`src/rtl/mem_scrub_arbiter.sv`:
```
// mem_scrub_arbiter
// Background SECDED scrubber sharing the single data-memory port with the core.
// The core always wins the port; the scrub engine only drives the port in
// READ/WB cycles where core_req is low. Each word is read through the external
// decoder. Single-bit errors are written back with the re-encoded codeword.
// Double-bit errors are only counted and reported.
//
// Ports:
//   clk, rst_in           clock, asynchronous active-low reset
//   scrub_en              enables the scrub walk
//   core_req/we/addr/wdata  core memory request (pass-through when not granted)
//   mem_we/addr/wdata     muxed memory port
//   dec_sb_err/dec_db_err decoder flags for the word at mem_addr
//   corr_codeword         re-encoded corrected word for the current read data
//   scrub_grant           scrubber owns the port this cycle
//   busy                  scrub FSM is not idle
//   sb_count/db_count     saturating error counters
//   db_err, db_addr       double-bit pulse and address of the last one
//   pass_done             pulse after the last word of a pass is processed
module mem_scrub_arbiter #(
  parameter int DEPTH          = 64,
  parameter int IDX_W          = 6,
  parameter int SCRUB_INTERVAL = 256,
  parameter int CNT_W          = 16
) (
  input  logic             clk,
  input  logic             rst_in,
  input  logic             scrub_en,
  input  logic             core_req,
  input  logic             core_we,
  input  logic [31:0]      core_addr,
  input  logic [38:0]      core_wdata,
  output logic             mem_we,
  output logic [31:0]      mem_addr,
  output logic [38:0]      mem_wdata,
  input  logic             dec_sb_err,
  input  logic             dec_db_err,
  input  logic [38:0]      corr_codeword,
  output logic             scrub_grant,
  output logic             busy,
  output logic [CNT_W-1:0] sb_count,
  output logic [CNT_W-1:0] db_count,
  output logic             db_err,
  output logic [31:0]      db_addr,
  output logic             pass_done
);

  localparam int INT_W = (SCRUB_INTERVAL > 1) ? $clog2(SCRUB_INTERVAL) : 1;
  localparam logic [INT_W-1:0] INT_RELOAD = INT_W'(SCRUB_INTERVAL - 1);
  localparam logic [IDX_W-1:0] IDX_LAST   = IDX_W'(DEPTH - 1);

  localparam logic [1:0] ST_IDLE = 2'd0;
  localparam logic [1:0] ST_READ = 2'd1;
  localparam logic [1:0] ST_WB   = 2'd2;
  localparam logic [1:0] ST_NEXT = 2'd3;

  logic [1:0]       state_q, state_d;
  logic [INT_W-1:0] cnt_q, cnt_d;
  logic [IDX_W-1:0] idx_q, idx_d;
  logic [38:0]      cw_q, cw_d;
  logic [CNT_W-1:0] sb_count_q, sb_count_d;
  logic [CNT_W-1:0] db_count_q, db_count_d;
  logic [31:0]      db_addr_q, db_addr_d;
  logic             db_err_q, db_err_d;
  logic             pass_done_q, pass_done_d;

  logic [31:0]      scrub_addr;
  logic             in_scrub;

  assign scrub_addr = {{(32 - IDX_W - 2){1'b0}}, idx_q, 2'b00};
  assign in_scrub   = (state_q == ST_READ) || (state_q == ST_WB);

  // Port mux: the scrubber only takes the port when the core is not using it.
  assign scrub_grant = in_scrub && !core_req;
  assign busy        = (state_q != ST_IDLE);
  assign mem_we      = scrub_grant ? (state_q == ST_WB) : core_we;
  assign mem_addr    = scrub_grant ? scrub_addr : core_addr;
  assign mem_wdata   = scrub_grant ? cw_q : core_wdata;

  assign sb_count  = sb_count_q;
  assign db_count  = db_count_q;
  assign db_err    = db_err_q;
  assign db_addr   = db_addr_q;
  assign pass_done = pass_done_q;

  always_comb begin
    state_d     = state_q;
    cnt_d       = cnt_q;
    idx_d       = idx_q;
    cw_d        = cw_q;
    sb_count_d  = sb_count_q;
    db_count_d  = db_count_q;
    db_addr_d   = db_addr_q;
    db_err_d    = 1'b0;
    pass_done_d = 1'b0;

    case (state_q)
      ST_IDLE: begin
        if (scrub_en) begin
          if (cnt_q == '0) begin
            state_d = ST_READ;
            cnt_d   = INT_RELOAD;
          end else begin
            cnt_d = cnt_q - 1'b1;
          end
        end
      end

      ST_READ: begin
        // Decoder flags are only meaningful when our address is on the port.
        if (!core_req) begin
          if (dec_db_err) begin
            if (!(&db_count_q)) db_count_d = db_count_q + 1'b1;
            db_addr_d = scrub_addr;
            db_err_d  = 1'b1;
            state_d   = ST_NEXT;
          end else if (dec_sb_err) begin
            cw_d = corr_codeword;
            if (!(&sb_count_q)) sb_count_d = sb_count_q + 1'b1;
            state_d = ST_WB;
          end else begin
            state_d = ST_NEXT;
          end
        end
      end

      ST_WB: begin
        if (core_req) begin
          // A core store to the same word supersedes our stale correction.
          if (core_we && (core_addr[IDX_W+1:2] == idx_q)) state_d = ST_NEXT;
        end else begin
          state_d = ST_NEXT;
        end
      end

      ST_NEXT: begin
        if (idx_q == IDX_LAST) begin
          idx_d       = '0;
          pass_done_d = 1'b1;
        end else begin
          idx_d = idx_q + 1'b1;
        end
        state_d = ST_IDLE;
      end

      default: state_d = ST_IDLE;
    endcase
  end

  always_ff @(posedge clk or negedge rst_in) begin
    if (!rst_in) begin
      state_q     <= ST_IDLE;
      cnt_q       <= INT_RELOAD;
      idx_q       <= '0;
      cw_q        <= '0;
      sb_count_q  <= '0;
      db_count_q  <= '0;
      db_addr_q   <= '0;
      db_err_q    <= 1'b0;
      pass_done_q <= 1'b0;
    end else begin
      state_q     <= state_d;
      cnt_q       <= cnt_d;
      idx_q       <= idx_d;
      cw_q        <= cw_d;
      sb_count_q  <= sb_count_d;
      db_count_q  <= db_count_d;
      db_addr_q   <= db_addr_d;
      db_err_q    <= db_err_d;
      pass_done_q <= pass_done_d;
    end
  end

endmodule

```
`config.mk`:
```
export PLATFORM = sky130hd
export DESIGN_NAME = mem_scrub_arbiter
export DESIGN_NICKNAME = d
export VERILOG_FILES = /design/src/rtl/mem_scrub_arbiter.sv
export SDC_FILE = /design/constraint.sdc
export NUM_CORES = 1
export LEC_CHECK = 0
export CORE_ASPECT_RATIO = 1.75
export CORE_MARGIN = 10
export CORE_UTILIZATION = 44
export DETAILED_ROUTE_END_ITERATION = 8
export HOLD_SLACK_MARGIN = 0.06
export PLACE_DENSITY_LB_ADDON = 0.12
export SETUP_SLACK_MARGIN = 0.02
export SLEW_MARGIN = 10
export SYNTH_ARGS = -nofsm -noshare
export SYNTH_HDL_FRONTEND = slang
export SYNTH_SLANG_ARGS = --single-unit
```
`constraint.sdc`:
```
create_clock -name clk -period 4.2 [get_ports clk]
set_clock_uncertainty 0.05 [all_clocks]
set_input_delay 0.84 -clock clk [delete_from_list [all_inputs] [get_ports clk]]
set_output_delay 0.84 -clock clk [all_outputs]
set_load 0.02 [all_outputs]
```
==> impl_metrics.tcl <==
set metrics [dict create \
    cts_made_buffers 9 \
    slew_headroom 0.4974 \
    wl_um 16540 \
    post_cts_resized 0 \
    cts_tree "done" \
    path_class "in -> out" \
    whs_path_depth 2 \
    drtAntennaViolNets 0 \
    slowest_delay_ps 560 \
    rsz0062_at_grt "false" \
    final_core_util 0.6808 \
    status "finished clean" \
    cp-start-kind "input port" \
    die_area_mm2 0.01646 \
    final_cell_area_mm2 0.007796 \
    cp_top_family "buffers and inverters" \
    wl_per_cell_um 20.08 \
    r2r_slack_ps 1780 \
    syn_inst 454 \
    viasPerCell 5.013 \
    power_mw 4.789 \
    drive_gt1_frac 0.1837 \
    drv_slew 0 \
    clk_latency_ps 340 \
    numClockSinks 95 \
    drc 0 \
    synth_edf_count 0 \
    async_flop_share 1.000 \
    holdWs_ps 432.7 \
    root_buffer "clkbuf_16" \
    die_w_um 101.4 \
    multi_input_area_mm2 0.002521 \
    finalCritPeriodShare 0.8860 \
    p_leak_nw 3.309 \
    core-area_mm2 0.01145 \
    crit_top_cell "clkdlybuf4s50_1" \
    globalplace.congestion 0.8387 \
    min_period_ps 3721 \
    cp-end-kind "primary output" \
    gr-total-overflow 0 \
    area_growth_pct 52.95 \
    htreeDepth 3 \
    placed_area_mm2 0.007465 \
    rows 52 \
    synth.distinct_cells 46 \
    portBuffers 230 \
    cts_setup_buffers 0 \
    yosysWarnings 0 \
    dr.pass1.iters 4 \
    netlist_area_mm2 0.005097 \
    start_util 0.4451 \
    filler_cell_count 891 \
    ys_ff_latch 95 \
    drt-initial-drc-count 102 \
    setup_tns_ps 0 \
    path_clk_slew_ps 60 \
    drv_cap 0 \
    yosysTopAreaCell "dfrtp_1" \
    holdPathEnd "db_addr[6]" \
    nets 808 \
    crit_fanout 57 \
    grt_pass1_vias 4476 \
    reg2reg_to "cw_q[29]" \
    synth_top_area_share 0.4271 \
    crit_chain "clkdlybuf4s50_1, nor2b_4, buf_12, mux2_2, clkdlybuf4s50_1" \
    die_h_um 162.4 \
    ys.flop_type "dfrtp_1" \
    tightest_slew_ps 735.0 \
    setup_viol 0 \
    antenna_found_initial 3 \
    fmax_ghz 0.2687 \
    grt_pass1_wl_um 24710 \
    yosysSeqAreaShare 0.4683 \
    postCtsHoldBufs 0 \
    p_per_area_mw_per_mm2 614.2 \
    cp.buffers_inverters 3 \
    yosys-top-cells-area "dfrtp_1, mux2_2, xnor2_1" \
    ios 257 \
    peakVddDrop_mv 0.4744 \
    seqCellArea_mm2 0.002387 \
    hpwl_um 13490 \
    grt_max_degree 58 \
    reg2regPathDepth 5 \
    finalHoldViolCount 0 \
    avgSynthCellArea_um2 11.23 \
    required_ps 3310 \
    hp-start "db_addr[6]" \
    min_path_type "reg -> reg" \
    grt_use_total 0.1926 \
    worstPathArrival_ps 2830 \
    cp_slowest_cell "clkdlybuf4s50_1" \
    clk_path_buf_depth 2 \
    vias 4131 \
    worstReg2RegStart "state_q[1]" \
]
## metal layers
metal / vias to the layer above / part of all wire / GRT usage
li1: 1955 / - / -
met1: 2001 / 0.33 / 0.1819
met2: 166 / 0.57 / 0.3662
met3: 9 / 0.091 / 0.07094
met4: 0 / 0.0096 / 0.05789
met5: - / 0 / 0
## Yosys cell counts (3+ instances only)
master     n
nand4_1   11
buf_2      4
nor3_1     6
dfstp_2    8
clkbuf_1  13
dfrtp_1   87
xor2_1    17
mux2_2    88
nand3_1   16
nor2_1    16
nor2b_1   27
xnor2_1   28
inv_1      9
and3_1     6
o21ai_0    4
a21oi_1    3
buf_4     26
ha_1      10
and4_1     4
nand2_1   45
## tightest hold or removal path: cells and delay by family, from the launching register on
kind          cells  cell delay (ps)
flops             1              340
simple gates      2              110
## placed cells by master, fill, tap and decap left out, types with 2 or more instances in the layout
cell type / n
nand3_1: 16
mux2_2: 88
and4_1: 4
conb_1: 26
bufinv_16: 2
nor2b_1: 26
buf_4: 5
nand4_1: 11
a21oi_1: 3
xnor2_1: 28
diode_2: 3
dfstp_2: 8
o21ai_0: 4
clkdlybuf4s50_1: 229
ha_1: 10
nand2_1: 45
clkbuf_16: 9
dfrtp_1: 87
nor3_1: 6
inv_1: 9
nor2_1: 16
xor2_1: 17
and3_1: 6
## flip-flops by register name, summed over array words and instances (netlist names)
register / flops
cw_q: 39
db_addr: 6
db_err: 1
idx_q: 6
cnt_q: 8
db_count: 16
pass_done: 1
state_q: 2
sb_count: 16
## kinds of logic after synthesis
| logic type | count (synthesis) | share of synthesized area |
|---|---|---|
| other cells | 1 | 0.0007357 |
| compound gates | 18 | 0.02823 |
| simple gates | 142 | 0.1443 |
| xor+xnor | 45 | 0.07732 |
| flops | 95 | 0.4683 |
| mux | 89 | 0.1966 |
| buf+inv | 54 | 0.05989 |
| fa+ha+maj | 10 | 0.02455 |
## final cells by class
class | count | area share
clock buffer | 11 | 0.03113
multi-input combinational | 330 | 0.3234
inverter | 10 | 0.004815
clock inverter | 5 | 0.01043
tap | 135 | 0.02167
timing repair buffer | 235 | 0.3014
sequential | 95 | 0.3062
antenna | 3 | 0.0009629
## where the power goes
part	total, mW	internal [mW]	switching [mW]
Sequential	1.54	1.26	0.282
Clock	0.876	0.538	0.338
Combinational	2.37	1.25	1.12
## how the worst max path moves through the flow
stage,startpoint,to,slack (ps),cells past startpoint
2_1_floorplan,core_req,mem_addr[3],1310,4
3_3_place_gp,core_req,mem_wdata[23],530,5
3_5_place_dp,core_req,mem_wdata[26],490,5
4_1_cts,core_req,mem_wdata[26],480,5
5_1_grt,core_req,mem_wdata[23],410,5
6_report,core_req,mem_wdata[17],480,5
## stage by stage
stage               setup WS [ps]  instances
floorplan                    1311        479
global placement            527.6        805
detailed placement          493.5        805
CTS                         482.9        821
global route                405.0        824
finish                      478.9        824
Note: power is estimated with default switching activity, not from simulation.
